===== config.mk =====
export PLATFORM = sky130hd
export DESIGN_NAME = dcomp_inhibit
export DESIGN_NICKNAME = d
export VERILOG_FILES = /design/src/rtl/dcomp_inhibit_pkg.sv /design/src/rtl/dcomp_pixmatch.sv /design/src/rtl/dcomp_inhibit.sv
export SDC_FILE = /design/constraint.sdc
export NUM_CORES = 1
export LEC_CHECK = 0
export BUFFER_PORTS_ARGS = -buffer_cell sky130_fd_sc_hd__buf_2
export CORE_MARGIN = 2
export CORE_UTILIZATION = 52
export CTS_BUF_LIST = sky130_fd_sc_hd__clkbuf_4 sky130_fd_sc_hd__clkbuf_8 sky130_fd_sc_hd__clkbuf_16
export DETAILED_ROUTE_END_ITERATION = 10
export PLACE_DENSITY = 0.82
export SLEW_MARGIN = 5
export SYNTH_ARGS = -nofsm -noshare
export SYNTH_HDL_FRONTEND = slang
export SYNTH_HIERARCHICAL = 1
export SYNTH_SLANG_ARGS = --single-unit

===== constraint.sdc =====
create_clock -name sys_clk -period 3.6 [get_ports sys_clk]
set_input_delay 0.36 -clock sys_clk [delete_from_list [all_inputs] [get_ports sys_clk]]
set_output_delay 0.36 -clock sys_clk [all_outputs]
set_load 0.02 [all_outputs]

===== src/rtl/dcomp_inhibit_pkg.sv =====
// ============================================================================
// Module      : dcomp_inhibit_pkg
// Description : Shared constants and state encoding for the data-compare
//               write-inhibit block.
// Revision    : 1.0 - initial release
// ============================================================================
`default_nettype none

package dcomp_inhibit_pkg;

   localparam int unsigned MASK_W = 8;

   localparam logic [2:0] PIX8  = 3'd3;
   localparam logic [2:0] PIX16 = 3'd4;
   localparam logic [2:0] PIX32 = 3'd5;

   typedef enum logic [1:0] {
      IDLE  = 2'd0,
      RUN   = 2'd1,
      DRAIN = 2'd2,
      DONE  = 2'd3
   } state_t;

endpackage

`default_nettype wire


===== src/rtl/dcomp_pixmatch.sv =====
// ============================================================================
// Module      : dcomp_pixmatch
// Description : Combinational resolution of per-byte equality flags into
//               per-pixel matches, byte write mask and whole-phrase inhibit.
// Revision    : 1.0 - initial release
// ============================================================================
`default_nettype none

module dcomp_pixmatch
   import dcomp_inhibit_pkg::*;
(
   input  logic [2:0]        pixsize,
   input  logic              dcompen,
   input  logic [MASK_W-1:0] dcomp,
   output logic [MASK_W-1:0] wr_mask,
   output logic              phr_inhibit
);

   logic [MASK_W-1:0] w_match16;
   logic [MASK_W-1:0] w_match32;
   logic [MASK_W-1:0] w_match;

   // Every byte inherits the AND of all byte flags in its own pixel.
   for (genvar b = 0; b < MASK_W; b++) begin : g_byte
      assign w_match16[b] = &dcomp[(b/2)*2 +: 2];
      assign w_match32[b] = &dcomp[(b/4)*4 +: 4];
   end

   always_comb begin
      w_match = '0;
      case (pixsize)
         PIX8:    w_match = dcomp;
         PIX16:   w_match = w_match16;
         PIX32:   w_match = w_match32;
         default: w_match = '0;
      endcase
   end

   assign wr_mask     = ~(w_match & {MASK_W{dcompen}});
   assign phr_inhibit = ~|wr_mask;

endmodule

`default_nettype wire


===== src/rtl/dcomp_inhibit.sv =====
// ============================================================================
// Module      : dcomp_inhibit
// Description : Blitter data-compare consumer: op FSM, one-deep output
//               register behind valid/ready, optional inhibit statistics
//               (enabled by `define DCOMP_INHIBIT_STATS_EN).
// Revision    : 1.0 - initial release
// ============================================================================
`default_nettype none

module dcomp_inhibit
   import dcomp_inhibit_pkg::*;
#(
   parameter int unsigned CNT_W = 16
) (
   input  logic              sys_clk,
   input  logic              reset,
   input  logic              start,
   input  logic              dcompen,
   input  logic [2:0]        pixsize,
   input  logic              in_valid,
   output logic              in_ready,
   input  logic              in_last,
   input  logic [MASK_W-1:0] dcomp,
   output logic              out_valid,
   input  logic              out_ready,
   output logic [MASK_W-1:0] wr_mask,
   output logic              phr_inhibit,
   output logic              out_last,
   output logic              busy,
   output logic              done
`ifdef DCOMP_INHIBIT_STATS_EN
  ,output logic [CNT_W-1:0]  inh_count
`endif
);

   if (CNT_W < 1) begin : g_cnt_w_check
      $error("CNT_W must be at least 1");
   end

   state_t            r_state;
   state_t            w_state_next;
   logic              r_dcompen;
   logic [2:0]        r_pixsize;
   logic              r_out_valid;
   logic [MASK_W-1:0] r_wr_mask;
   logic              r_phr_inhibit;
   logic              r_out_last;
   logic [MASK_W-1:0] w_mask;
   logic              w_inh;
   logic              w_push;
   logic              w_pop;
   logic              w_start_acc;

   dcomp_pixmatch u_pixmatch (
      .pixsize     (r_pixsize),
      .dcompen     (r_dcompen),
      .dcomp       (dcomp),
      .wr_mask     (w_mask),
      .phr_inhibit (w_inh)
   );

   assign w_start_acc = (r_state == IDLE) && start;
   assign in_ready    = (r_state == RUN) && (!r_out_valid || out_ready);
   assign w_push      = in_valid && in_ready;
   assign w_pop       = r_out_valid && out_ready;

   always_ff @(posedge sys_clk) begin
      if (reset) begin
         r_state <= IDLE;
      end else begin
         r_state <= w_state_next;
      end
   end

   always_comb begin
      w_state_next = r_state;
      case (r_state)
         IDLE:    if (start) w_state_next = RUN;
         RUN:     if (w_push && in_last) w_state_next = DRAIN;
         DRAIN:   if (!r_out_valid || w_pop) w_state_next = DONE;
         DONE:    w_state_next = IDLE;
         default: w_state_next = IDLE;
      endcase
   end

   // Op configuration is frozen for the whole op.
   always_ff @(posedge sys_clk) begin
      if (reset) begin
         r_dcompen <= 1'b0;
         r_pixsize <= 3'd0;
      end else if (w_start_acc) begin
         r_dcompen <= dcompen;
         r_pixsize <= pixsize;
      end
   end

   // A push takes priority over a simultaneous pop, keeping out_valid high.
   always_ff @(posedge sys_clk) begin
      if (reset) begin
         r_out_valid   <= 1'b0;
         r_wr_mask     <= '1;
         r_phr_inhibit <= 1'b0;
         r_out_last    <= 1'b0;
      end else if (w_push) begin
         r_out_valid   <= 1'b1;
         r_wr_mask     <= w_mask;
         r_phr_inhibit <= w_inh;
         r_out_last    <= in_last;
      end else if (w_pop) begin
         r_out_valid   <= 1'b0;
      end
   end

`ifdef DCOMP_INHIBIT_STATS_EN
   logic [CNT_W-1:0] r_inh_count;

   always_ff @(posedge sys_clk) begin
      if (reset || w_start_acc) begin
         r_inh_count <= '0;
      end else if (w_pop && r_phr_inhibit && (r_inh_count != '1)) begin
         r_inh_count <= r_inh_count + 1'b1;
      end
   end

   assign inh_count = r_inh_count;
`endif

   assign out_valid   = r_out_valid;
   assign wr_mask     = r_wr_mask;
   assign phr_inhibit = r_phr_inhibit;
   assign out_last    = r_out_last;
   assign busy        = (r_state != IDLE);
   assign done        = (r_state == DONE);

endmodule

`default_nettype wire


==> impl_metrics.yaml <==
outcome:
  outcome: "completed"
pwr:
  total_power_mw: 0.718
  ir_drop_mv: 0.443
  powerDensity_nw_per_um2: 622
  p_leak_nw: 0.517
yosys:
  syn_area_um2: 970
  syn-mean-instance-area_um2: 8.29
  synthCells: 117
  synth_seq_cells: 17
  synth_cell_types: 33
  synth_nets: 139
  synth_warnings: 6
  synth-seq-area-share_pct: 35.1
detailed_routing:
  dr.first_iter.drc_count: 24
  antenna_left: 0
  drc_errors: 0
  met3_length_um: 155
  vias: 924
  dr.max_layer_used: "met3"
  wirelength_met1_um: 953
  drt_pre_antenna_iters: 4
  vias_per_cell: 5.37
  routed_wl_um: 2110
  drt-wirelength-per-cell_um: 12.2
  wl_met2_um: 997
global_route:
  grt_overflow_total: 0
  grt_pass1_wl_um: 3220
  antenna_found_initial: 0
  grt_use_total_pct: 20.4
  grt_max_degree: 19
  grt_pass1_vias: 804
floorplan:
  io_pins: 32
  die_y_um: 47.2
  die_area_um2: 2230
  row_count: 15
  die_x_um: 47.2
  core_area_um2: 1750
  initial_core_util_pct: 55.6
finish:
  fillers: 152
  final_layout_size_suffix_gt1_share_pct: 27.9
  fin_nets: 170
  final_common_cell: "buf_2"
  final_cell_mix: "31 x buf_2, 28 x nand2_1, 17 x dfxtp_1"
  insertedDiodeCount: 0
  syn2layout_area_growth_pct: 19.0
placed_design:
  place_hpwl_um: 1600
  place.gp.congestion: 0.917
  io_buffers: 31
  dp_worst_setup_slack_ns: 2.21
worst_setup_path:
  crit_start: "r_state[0]"
  cp-start-kind: "register"
  path_class: "reg2out"
  r2r_start: "r_pixsize[0]"
  arrival_ns: 1.31
  cp.required_ns: 3.24
  rrSetupSlack_ns: 2.18
  cp_max_fo: 6
  reg2reg_depth: 5
  r2r-end: "phr_inhibit"
  endpoint_kind: "output port"
timing:
  timing.final.ws_setup_ns: 1.93
  fmax_mhz: 600
  tns_ns: 0
  tightestPinTransition_ns: 0.452
  relSlewSlack_pct: 69.8
  min_period_ns: 1.67
  fin_skew_ns: 0.00261
  rsz0062_at_grt: "no"
  finalSetupViolCount: 0
  slew_violations: 0
  min_period_over_period_pct: 46.3
  final_hold_viol_count: 0
clock_network:
  cts_resized: 0
  clk_pin_slew_ns: 0.09
  cts_root_buf: "clkbuf_4"
  cts_htree_levels: 1
  post_cts_buffers: 0
  cts_sinks: 17
  clk_latency_ns: 0.28
  postCtsHoldBufs: 0
  clk_path_buf_depth: 2
  cts_made_buffers: 3
  cts_tree: "yes"
min_path:
  min_path_type: "in2reg"
  hold_path_depth: 3
  min_to: "out_last"
  hp-start: "in_last"
run:
  cap_viol_max_count: 0
area by class of cell:
type / count / area, um2 / share of cell area, %
Clock buffer: 4 / 30.0 / 2.60
Inverter: 5 / 18.8 / 1.63
Multi-Input combinational cell: 90 / 578 / 50.1
Sequential cell: 17 / 340 / 29.5
Tap cell: 25 / 31.3 / 2.71
Timing Repair Buffer: 31 / 155 / 13.4
through the flow:
| stage | cells | hold WS, ns | instance area [um2] | utilization, % |
|---|---|---|---|---|
| floorplan | 117 | 0.440 | 970 | - |
| global placement | 168 | 0.444 | 1120 | 64.4 |
| detailed placement | 168 | 0.448 | 1120 | 64.4 |
| CTS | 172 | 0.320 | 1150 | 66.1 |
| global route | 172 | 0.325 | 1150 | 66.1 |
| finish | 172 | 0.327 | 1150 | 66.1 |
logic make-up (layout without fill, tap and decap cells):
kind of cell,after synthesis,in the layout,share of synthesized area (%)
multiplexers,1,1,1.03
flip-flops,17,17,35.1
buffers and inverters,10,40,5.29
AND/OR/NAND/NOR,60,60,33.2
AO/OA/AOI/OAI,25,25,20.3
adder cells (fa/ha/maj),4,4,5.16
cells in the mapped netlist (all sizes together):
cell,number,area share (%)
mux2i,1,1.0
nand2,28,11
nor2,1,0.39
a211oi,1,0.77
nand3b,8,6.2
nor3,1,0.52
o21bai,1,0.77
nor3b,6,4.6
inv,5,1.9
ha,4,5.2
a21boi,3,3.1
nand3,6,3.1
clkbuf,1,0.39
a21oi,7,3.6
o211ai,5,3.9
o21a,1,0.77
nand2b,4,3.4
a31o,1,0.90
and3b,1,0.90
a31oi,1,0.65
o221a,2,3.2
a2111oi,1,1.5
o21ai,2,1.0
and3,2,1.3
and2,3,1.9
dfxtp,17,35
buf,4,3.0
worst max-delay path by stage:
| stage | to | slack, ns | depth (start not counted) |
|---|---|---|---|
| floorplan | r_state[0] | 2.31 | 5 |
| global placement | phr_inhibit | 2.24 | 6 |
| detailed placement | phr_inhibit | 2.21 | 6 |
| CTS | busy | 1.93 | 4 |
| global route | busy | 1.85 | 4 |
| finish | busy | 1.93 | 4 |
critical path: stages, from the launching register on:
cell     delay (ns)
dfxtp_1        0.40
inv_1          0.08
ha_1           0.28
inv_2          0.10
buf_2          0.16
state kept, by name, summed over array words and instances (netlist names):
register and cells:
out_last 1, out_valid 1, phr_inhibit 1, r_dcompen 1, r_pixsize 3, r_state 2
wr_mask 8
layer usage:
layer	global-route usage (%)	vias up
met1	23.8	416
met5	0	-
met3	5.00	0
met4	6.67	0
li1	-	470
met2	36.4	38
where the power goes:
part	internal, mW	total, mW	switching [mW]
sequential	0.233	0.267	0.0347
combinational	0.133	0.343	0.209
clock	0.0506	0.108	0.0572
(Power assumes the default switching activity.)
